==> config.mk <==
export PLATFORM = sky130hd
export DESIGN_NAME = mem_arbiter_flat
export DESIGN_NICKNAME = d
export VERILOG_FILES = /design/src/rtl/mem_arbiter_if.sv /design/src/rtl/mem_arbiter.sv /design/src/flat_wrapper.sv
export SDC_FILE = /design/constraint.sdc
export NUM_CORES = 1
export LEC_CHECK = 0
export CORE_ASPECT_RATIO = 0.7
export CORE_MARGIN = 2
export CORE_UTILIZATION = 40
export DETAILED_ROUTE_END_ITERATION = 8
export DONT_BUFFER_PORTS = 1
export SLEW_MARGIN = 0
export SYNTH_ARGS = -nofsm -noshare
export SYNTH_HDL_FRONTEND = slang
export SYNTH_SLANG_ARGS = --single-unit
==> constraint.sdc <==
create_clock -name clk -period 3 [get_ports clk]
set_input_delay 0.45 -clock clk [delete_from_list [all_inputs] [get_ports clk]]
set_output_delay 0.45 -clock clk [all_outputs]
set_load 0.02 [all_outputs]
==> src/rtl/mem_arbiter_if.sv <==
// rtl/mem_arbiter_if.sv - fetch, load/store and memory-controller signal bundle for mem_arbiter
interface mem_arbiter_if;
    logic        ic_req;
    logic [31:0] ic_addr;
    logic        ic_done;
    logic [31:0] ic_data;

    logic        lsb_req;
    logic        lsb_wr;
    logic [31:0] lsb_addr;
    logic [2:0]  lsb_size;
    logic [31:0] lsb_wdata;
    logic        lsb_done;
    logic [31:0] lsb_rdata;

    logic        mc_valid;
    logic        mc_wr;
    logic [31:0] mc_addr;
    logic [2:0]  mc_size;
    logic [31:0] mc_wdata;
    logic        mc_done;
    logic [31:0] mc_rdata;

    // master: the arbiter itself; slave: requesters plus memory controller
    modport master (
        input  ic_req, ic_addr,
        input  lsb_req, lsb_wr, lsb_addr, lsb_size, lsb_wdata,
        input  mc_done, mc_rdata,
        output ic_done, ic_data, lsb_done, lsb_rdata,
        output mc_valid, mc_wr, mc_addr, mc_size, mc_wdata
    );

    modport slave (
        output ic_req, ic_addr,
        output lsb_req, lsb_wr, lsb_addr, lsb_size, lsb_wdata,
        output mc_done, mc_rdata,
        input  ic_done, ic_data, lsb_done, lsb_rdata,
        input  mc_valid, mc_wr, mc_addr, mc_size, mc_wdata
    );
endinterface

==> src/rtl/mem_arbiter.sv <==
// rtl/mem_arbiter.sv - shares one byte-serial memory controller between fetch and the load/store buffer
module mem_arbiter #(
    parameter int STARVE_LIMIT = 4,
    parameter int CNT_W        = 3
) (
    input  logic           clk,
    input  logic           rst,
    input  logic           rdy,
    input  logic           flush,
    input  logic           io_buffer_full,
    mem_arbiter_if.master  bus
);

    typedef enum logic [1:0] {IDLE, BUSY_IC, BUSY_LSB, GAP} state_t;

    localparam logic [CNT_W-1:0] LIMIT = CNT_W'(STARVE_LIMIT);

    state_t           state, state_next;
    logic [CNT_W-1:0] cnt, cnt_next;
    logic             drain, drain_next;

    logic io_block;
    logic lsb_elig;
    logic ic_elig;
    logic starved;
    logic drainable;
    logic grant_ic;
    logic grant_lsb;
    logic complete;
    logic kill;

    function automatic logic [31:0] size_mask(input logic [2:0] size);
        case (size)
            3'd1:    return 32'h0000_00FF;
            3'd2:    return 32'h0000_FFFF;
            default: return 32'hFFFF_FFFF;
        endcase
    endfunction

    always_comb begin
        io_block   = bus.lsb_wr && (bus.lsb_addr[17:16] == 2'b11) && io_buffer_full;
        // a flush kills loads that have not started, but committed stores still go
        lsb_elig   = bus.lsb_req && !io_block && !(flush && !bus.lsb_wr);
        ic_elig    = bus.ic_req && !flush;
        starved    = (cnt == LIMIT);
        drainable  = (state == BUSY_IC) || ((state == BUSY_LSB) && !bus.mc_wr);

        state_next = state;
        drain_next = drain;
        grant_ic   = 1'b0;
        grant_lsb  = 1'b0;
        complete   = 1'b0;
        kill       = 1'b0;

        case (state)
            IDLE: begin
                if (ic_elig && (!lsb_elig || starved)) begin
                    grant_ic   = 1'b1;
                    state_next = BUSY_IC;
                end else if (lsb_elig) begin
                    grant_lsb  = 1'b1;
                    state_next = BUSY_LSB;
                end
            end
            BUSY_IC, BUSY_LSB: begin
                if (flush && drainable) begin
                    drain_next = 1'b1;
                end
                if (bus.mc_done) begin
                    complete   = 1'b1;
                    kill       = drain || (flush && drainable);
                    drain_next = 1'b0;
                    state_next = GAP;
                end
            end
            default: begin
                state_next = IDLE;
            end
        endcase

        if (!bus.ic_req || grant_ic) begin
            cnt_next = '0;
        end else if (grant_lsb && !starved) begin
            cnt_next = cnt + CNT_W'(1);
        end else begin
            cnt_next = cnt;
        end
    end

    always_ff @(posedge clk or negedge rst) begin
        if (!rst) begin
            state <= IDLE;
            cnt   <= '0;
            drain <= 1'b0;
        end else if (rdy) begin
            state <= state_next;
            cnt   <= cnt_next;
            drain <= drain_next;
        end
    end

    // mc_wr/mc_size double as the latched owner attributes for the whole transaction
    always_ff @(posedge clk or negedge rst) begin
        if (!rst) begin
            bus.mc_valid  <= 1'b0;
            bus.mc_wr     <= 1'b0;
            bus.mc_addr   <= '0;
            bus.mc_size   <= '0;
            bus.mc_wdata  <= '0;
            bus.ic_done   <= 1'b0;
            bus.ic_data   <= '0;
            bus.lsb_done  <= 1'b0;
            bus.lsb_rdata <= '0;
        end else if (rdy) begin
            bus.ic_done  <= 1'b0;
            bus.lsb_done <= 1'b0;

            if (grant_ic) begin
                bus.mc_valid <= 1'b1;
                bus.mc_wr    <= 1'b0;
                bus.mc_addr  <= bus.ic_addr;
                bus.mc_size  <= 3'd4;
                bus.mc_wdata <= '0;
            end else if (grant_lsb) begin
                bus.mc_valid <= 1'b1;
                bus.mc_wr    <= bus.lsb_wr;
                bus.mc_addr  <= bus.lsb_addr;
                bus.mc_size  <= bus.lsb_size;
                bus.mc_wdata <= bus.lsb_wdata;
            end

            if (complete) begin
                bus.mc_valid <= 1'b0;
                if (!kill) begin
                    if (state == BUSY_IC) begin
                        bus.ic_done <= 1'b1;
                        bus.ic_data <= bus.mc_rdata;
                    end else begin
                        bus.lsb_done  <= 1'b1;
                        bus.lsb_rdata <= bus.mc_rdata & size_mask(bus.mc_size);
                    end
                end
            end
        end
    end

endmodule

==> src/flat_wrapper.sv <==
// flat-port wrapper written by rule: the top's interface ports become plain ports
module mem_arbiter_flat 
#(
    parameter int STARVE_LIMIT = 4,
    parameter int CNT_W        = 3
)
  (clk, rst, rdy, flush, io_buffer_full, bus_ic_req, bus_ic_addr, bus_lsb_req, bus_lsb_wr, bus_lsb_addr, bus_lsb_size, bus_lsb_wdata, bus_mc_done, bus_mc_rdata, bus_ic_done, bus_ic_data, bus_lsb_done, bus_lsb_rdata, bus_mc_valid, bus_mc_wr, bus_mc_addr, bus_mc_size, bus_mc_wdata);
  mem_arbiter_if bus_i ();
  input  logic clk;
  input  logic rst;
  input  logic rdy;
  input  logic flush;
  input  logic io_buffer_full;
  input wire logic [$bits(bus_i.ic_req)-1:0] bus_ic_req;
  input wire logic [$bits(bus_i.ic_addr)-1:0] bus_ic_addr;
  input wire logic [$bits(bus_i.lsb_req)-1:0] bus_lsb_req;
  input wire logic [$bits(bus_i.lsb_wr)-1:0] bus_lsb_wr;
  input wire logic [$bits(bus_i.lsb_addr)-1:0] bus_lsb_addr;
  input wire logic [$bits(bus_i.lsb_size)-1:0] bus_lsb_size;
  input wire logic [$bits(bus_i.lsb_wdata)-1:0] bus_lsb_wdata;
  input wire logic [$bits(bus_i.mc_done)-1:0] bus_mc_done;
  input wire logic [$bits(bus_i.mc_rdata)-1:0] bus_mc_rdata;
  output wire logic [$bits(bus_i.ic_done)-1:0] bus_ic_done;
  output wire logic [$bits(bus_i.ic_data)-1:0] bus_ic_data;
  output wire logic [$bits(bus_i.lsb_done)-1:0] bus_lsb_done;
  output wire logic [$bits(bus_i.lsb_rdata)-1:0] bus_lsb_rdata;
  output wire logic [$bits(bus_i.mc_valid)-1:0] bus_mc_valid;
  output wire logic [$bits(bus_i.mc_wr)-1:0] bus_mc_wr;
  output wire logic [$bits(bus_i.mc_addr)-1:0] bus_mc_addr;
  output wire logic [$bits(bus_i.mc_size)-1:0] bus_mc_size;
  output wire logic [$bits(bus_i.mc_wdata)-1:0] bus_mc_wdata;
  assign bus_i.ic_req = bus_ic_req;
  assign bus_i.ic_addr = bus_ic_addr;
  assign bus_i.lsb_req = bus_lsb_req;
  assign bus_i.lsb_wr = bus_lsb_wr;
  assign bus_i.lsb_addr = bus_lsb_addr;
  assign bus_i.lsb_size = bus_lsb_size;
  assign bus_i.lsb_wdata = bus_lsb_wdata;
  assign bus_i.mc_done = bus_mc_done;
  assign bus_i.mc_rdata = bus_mc_rdata;
  assign bus_ic_done = bus_i.ic_done;
  assign bus_ic_data = bus_i.ic_data;
  assign bus_lsb_done = bus_i.lsb_done;
  assign bus_lsb_rdata = bus_i.lsb_rdata;
  assign bus_mc_valid = bus_i.mc_valid;
  assign bus_mc_wr = bus_i.mc_wr;
  assign bus_mc_addr = bus_i.mc_addr;
  assign bus_mc_size = bus_i.mc_size;
  assign bus_mc_wdata = bus_i.mc_wdata;
  mem_arbiter #(.STARVE_LIMIT(STARVE_LIMIT), .CNT_W(CNT_W)) u_core (.clk(clk), .rst(rst), .rdy(rdy), .flush(flush), .io_buffer_full(io_buffer_full), .bus(bus_i));
endmodule
# --- Yosys cells after proc, flatten, opt, wreduce, memory -nomap -nowiden ---
# Cells that the tools add are included.
classes:
  n_bitwise: 3
  add_sub_neg: 1
  muxes: 39
  eq_ne: 8
  reduce_logical: 35
ops:
  columns: ["operator", "count"]
  rows:
  - ["32-bit 2-to-1 mux", 8]
  - ["32-bit one-hot mux with 2 select lines", 1]
  - ["32-bit bitwise AND", 1]
  - ["1-bit 2-to-1 mux", 22]
  - ["3-bit 2-to-1 mux", 4]
  - ["1-bit logical AND", 10]
  - ["1-bit logical NOT", 8]
  - ["4-bit AND reduction", 2]
  - ["2-bit 2-to-1 mux", 3]
  - ["2-bit AND reduction", 3]
  - ["3-bit AND reduction", 2]
  - ["2-bit nonzero test", 3]
  - ["2-bit equality test, second input constant", 2]
  - ["1-bit logical OR", 4]
  - ["2-bit one-hot mux with 2 select lines", 1]
  - ["3-bit by 1-bit adder with 3-bit output, second input constant", 1]
  - ["3-bit by 1-bit equality test with 1-bit output, second input constant", 1]
  - ["3-bit by 2-bit equality test with 1-bit output, second input constant", 1]
  - ["3-bit equality test, second input constant", 1]
  - ["3-bit by 1-bit != test with 1-bit output, second input constant", 1]
  - ["3-bit nonzero test", 1]
  - ["2-bit by 1-bit equality test with 1-bit output, second input constant", 1]
  - ["2-bit logical NOT", 1]
  - ["2-bit != test, second input constant", 1]
  - ["2 further kinds", 3]
totals:
  regBits: 141

# --- Logic depth before layout (Yosys ltp) ---
logic_depth:
  depth_word: 14
  depth_mapped: 8

# --- Least setup slack after synthesis ---
# Ideal clock, no wire load.
synth_timing:
  kind: "flip-flop to flip-flop"
  from: "reg u_core.cnt[0]"
  to: "reg u_core.bus.mc_addr[23]"
  stages_incl_launch_ff: 8
  n_path_buf: 1
  required_time_ps: 2872
  path_slack_ps: 887
  arrival_time_ps: 1985
  cell_sequence: "dfrtp_1 > inv_1 > ha_1 > nand2_1 > a311oi_4 > buf_6 > mux2_1 > mux2_1"
synth_between:
  elab_chain_cells: 7
  elab_cells_between_ends: 10
  classes_between: "eq/ne (1); mux (5); reduce/logical (4)"
synth_rtl:
  columns: ["item", "line", "text"]
  rows:
  - ["start: declaration", "mem_arbiter.sv:19", "logic [CNT_W-1:0] cnt, cnt_next;"]
  - ["start signal: assignment", "mem_arbiter.sv:97", "cnt <= cnt_next;"]
  - ["3-bit equality test (*)", "mem_arbiter.sv:45", "starved = (cnt == LIMIT);"]
  - ["1-bit logical OR (*)", "mem_arbiter.sv:57", "if (ic_elig && (!lsb_elig || starved)) begin"]
  - ["1-bit logical AND (*)", "mem_arbiter.sv:57", null]
  - ["1-bit 2-to-1 mux", "mem_arbiter.sv:57", null]
  - ["1-bit 2-to-1 mux", "mem_arbiter.sv:55", "case (state)"]
  - ["2-bit nonzero test (no line)", null, null]
  - ["2-bit AND reduction (no line)", null, null]
  - ["end signal: assignment", "mem_arbiter.sv:121", "bus.mc_addr <= bus.ic_addr;"]
  - ["end signal: assignment", "mem_arbiter.sv:127", "bus.mc_addr <= bus.lsb_addr;"]
  - ["end: declaration", "mem_arbiter_if.sv:30", "output mc_valid, mc_wr, mc_addr, mc_size, mc_wdata"]
# Mark *: on every way between the ends. The rest lies on a longest branch, timed or not.
# A chain may end at the register's enable or synchronous reset.

# --- Final worst setup path ---
layout_timing:
  from: "reg u_core.state[0]"
  to: "reg u_core.bus.lsb_rdata[3]"
layout_between:
  elab_chain_cells: 9
  elab_cells_between_ends: 13
  classes_between: "eq/ne (2); mux (3); bitwise (2); reduce/logical (6)"
layout_rtl:
  columns: ["item", "line", "text"]
  rows:
  - ["start: declaration", "mem_arbiter.sv:18", "state_t state, state_next;"]
  - ["start signal: assignment", "mem_arbiter.sv:96", "state <= state_next;"]
  - ["2-bit equality test", "mem_arbiter.sv:46, mem_arbiter.sv:55", null]
  - ["1-bit logical AND", "mem_arbiter.sv:46", "drainable = (state == BUSY_IC) || ((state == BUSY_LSB) && !bus.mc_wr);"]
  - ["1-bit logical OR", "mem_arbiter.sv:46", null]
  - ["1-bit logical AND", "mem_arbiter.sv:71", "kill = drain || (flush && drainable);"]
  - ["1-bit logical OR", "mem_arbiter.sv:71", null]
  - ["1-bit 2-to-1 mux", "mem_arbiter.sv:69", "if (bus.mc_done) begin"]
  - ["1-bit 2-to-1 mux", "mem_arbiter.sv:55", null]
  - ["1-bit inverter (no line)", null, null]
  - ["4-bit AND reduction (no line) (*)", null, null]
  - ["end signal: assignment", "mem_arbiter.sv:140", "bus.lsb_rdata <= bus.mc_rdata & size_mask(bus.mc_size);"]
  - ["end: declaration", "mem_arbiter_if.sv:29", "output ic_done, ic_data, lsb_done, lsb_rdata,"]
# Marked as above.

==> impl_metrics.json <==
{
  "arrival_ps": 2680,
  "routed_wl_um": 13200,
  "worstSkewPairLatency_ps": 410,
  "antenna_left": 0,
  "ys_top_cells_by_count": "dfrtp_1 (141), mux2_1 (54), nand2_1 (54), mux2_2 (51), a22o_1 (35)",
  "ir_worst_vdd_v": 0.000468,
  "syn_inst": 445,
  "clockPowerShare": 0.251,
  "reg2reg_from": "u_core.state[0]$_DFFE_PN0P_",
  "portBuffers": 0,
  "synthDistinctLibCells": 42,
  "crit_chain": "inv_1 > ha_1 > nand3_1 > a2111o_2 > mux2_2",
  "yosysSeqAreaShare": 0.593,
  "status": "finished with violations",
  "synth_area_per_cell_um2": 13.4,
  "drtPass1Iterations": 4,
  "grt_first_pass_wirelength_um": 19800,
  "clockRootBuffer": "clkbuf_16",
  "gp_congestion": 0.786,
  "drc": 0,
  "startpoint": "u_core.state[0]$_DFFE_PN0P_",
  "synthFlopType": "dfrtp_1",
  "worstSetupEndpointType": "flop",
  "fmax_ghz": 0.418,
  "die_y_um": 106,
  "max_stage_delay_ps": 840,
  "p_seq_frac": 0.571,
  "start_kind": "flop",
  "diodes": 0,
  "yosys.area.top_type_share": 0.593,
  "hpwlAfterDp_um": 9580,
  "cts_buffer_depth": 2,
  "numClockSinks": 141,
  "grtUsageTotal": 0.164,
  "yosysWarnings": 0,
  "numCtsBuffers": 17,
  "dp_cells": 622,
  "rows": 37,
  "grt_pass1_vias": 3728,
  "powerDensity_nw_per_um2": 1170,
  "switchingPower_mw": 3.04,
  "slowest_stage": "a2111o_2",
  "routedWlPerCell_um": 20.2,
  "synthesis.area_um2": 5950,
  "final_hold_viol_count": 141,
  "power_frac_comb": 0.177,
  "slew_viol_final": 0,
  "synth_edf_count": 0,
  "internal_power_mw": 4.74,
  "fin_cells": 650,
  "timing.setup.tns_ps": 0,
  "synthTopCellsByArea": "dfrtp_1 (59%), mux2_1 (10%), mux2_2 (9.6%)",
  "required_ps": 3290,
  "min_path_type": "input port to async pin",
  "die-area_um2": 15900,
  "skew_ps": 8.01,
  "synthArstFlopShare": 1.00,
  "yosysTopAreaCell": "dfrtp_1",
  "initial_core_util": 0.407,
  "crit_type": "flop to flop",
  "drive_gt1_frac": 0.202,
  "power_leakage_nw": 3.04,
  "cts-resized-gates": 0,
  "slew_headroom": 0.282,
  "ys_ff_latch": 141,
  "switching_share": 0.391,
  "ioPinCount": 275,
  "min_period_over_period": 0.798,
  "area_growth_pct": 12.0,
  "dieWidth_um": 150,
  "cts_setup_buffers": 0,
  "drt-initial-drc-count": 127,
  "h-tree-depth": 4,
  "hold_ws_ps": -262,
  "nets": 592,
  "antenna_found_initial": 0,
  "cap_violations": 0,
  "grt_overflow_total": 0,
  "worst_pin_slew_ps": 1080,
  "vias": 3500,
  "synthesis.nets": 591,
  "core_area_um2": 14600,
  "via_per_inst": 5.38,
  "yosysMostFrequentCell": "dfrtp_1",
  "cts_tree": "done",
  "worstPathMaxFanout": 57,
  "rsz0062_at_grt": "false",
  "path_clk_slew_ps": 50,
  "grt_max_degree": 142,
  "violations": "negative hold slack",
  "setup_viol": 0,
  "final.min_clock_period_ps": 2390,
  "total_power_mw": 7.78
}
-- worst paths after layout --
kind	endpoint	slack, ps	cells past startpoint
hold reg to reg	u_core.cnt[0]$_DFFE_PN0P_	530	1
hold / removal	u_core.bus.ic_data[10]$_DFFE_PN0P_	-260	0
setup reg to reg	u_core.bus.lsb_rdata[3]$_DFFE_PN0P_	610	5
setup / recovery	u_core.bus.lsb_rdata[3]$_DFFE_PN0P_	610	5
min in group clk	u_core.bus.lsb_done$_DFFE_PN0P_	140	1
max in group asynchronous	u_core.cnt[2]$_DFFE_PN0P_	2990	0
-- state kept, by name, indices dropped and copies added (netlist names) --
name	cells
u_core.bus.ic_data	32
u_core.bus.lsb_rdata	32
u_core.bus.mc_addr	32
u_core.bus.mc_wdata	32
u_core.bus.mc_size	3
u_core.cnt	3
u_core.state	2
u_core.bus.ic_done	1
u_core.bus.lsb_done	1
u_core.bus.mc_valid	1
u_core.bus.mc_wr	1
u_core.drain	1
-- through the flow --
stage / instance area (um^2) / utilization / setup slack, ps
after CTS: 6670 / 0.456 / 597
after detailed placement: 6120 / 0.418 / 585
after global placement: 6120 / 0.418 / 707
after global routing: 6670 / 0.456 / 455
final: 6670 / 0.456 / 607
after floorplan: 5950 / - / 887
-- placed cells by master (no fill, tap or decap), types with 2 or more instances in the layout --
cell type  count
nor3_1         2
nand2b_1       3
o21bai_1       2
clkbuf_1       2
ha_1           6
dfrtp_1      141
bufinv_16      2
nor4b_4        2
a21o_1         3
nand2_1       54
nand3_1        4
a21oi_1        2
clkinv_2       4
o21a_1         2
a22o_1        35
o21ai_0       24
mux2_2        51
clkbuf_16     17
o21ai_1        6
nand4_1        2
buf_4          7
inv_1          9
mux2_1        54
-- power by group through the flow --
stage | Clock (mW) | Combinational (mW) | Sequential [mW]
2_1_floorplan | 0 | 1.19 | 4.23
3_3_place_gp | 0 | 1.31 | 4.48
3_5_place_dp | 0 | 1.41 | 4.48
4_1_cts | 2.03 | 1.41 | 4.47
5_1_grt | 2.10 | 1.56 | 4.56
6_report | 1.95 | 1.38 | 4.44
-- cell type report --
type	count	area, um^2
fill	1328	7960
sequential	141	3530
multi-input combinational	270	2260
clock buffer	20	447
tap	195	244
clock inverter	8	96.3
timing repair buffer	7	52.6
inverter	9	33.8
-- worst max-delay path, delay by kind of cell (launching register included) --
kind / cells / cell delay [ps]
and+or+nand+nor: 1 / 200
adders and majority gates: 1 / 350
buffers and inverters: 1 / 90
DFF: 1 / 370
AOI/OAI and AO/OA: 1 / 840
muxes: 1 / 400
-- logic make-up (layout without fill, tap and decap cells) --
| family | count (synthesis) | in the layout | share of synthesized area |
|---|---|---|---|
| muxes | 106 | 106 | 0.200 |
| adders and majority gates | 6 | 6 | 0.0126 |
| AOI/OAI and AO/OA | 82 | 82 | 0.102 |
| xor gates and xnor gates | 1 | 1 | 0.00147 |
| buffers and inverters | 34 | 44 | 0.0298 |
| and+or+nand+nor | 75 | 75 | 0.0612 |
| DFF | 141 | 141 | 0.593 |
-- per-layer routing --
layer / vias to the layer above / wire length [um] / share of wire / track usage
li1: 1585 / - / - / -
met1: 1712 / 5010 / 0.38 / 0.179
met2: 177 / 6140 / 0.47 / 0.263
met3: 26 / 1670 / 0.13 / 0.0884
met4: 0 / 335 / 0.025 / 0.0775
met5: - / 0 / 0 / 0
(Power assumes the default switching activity.)
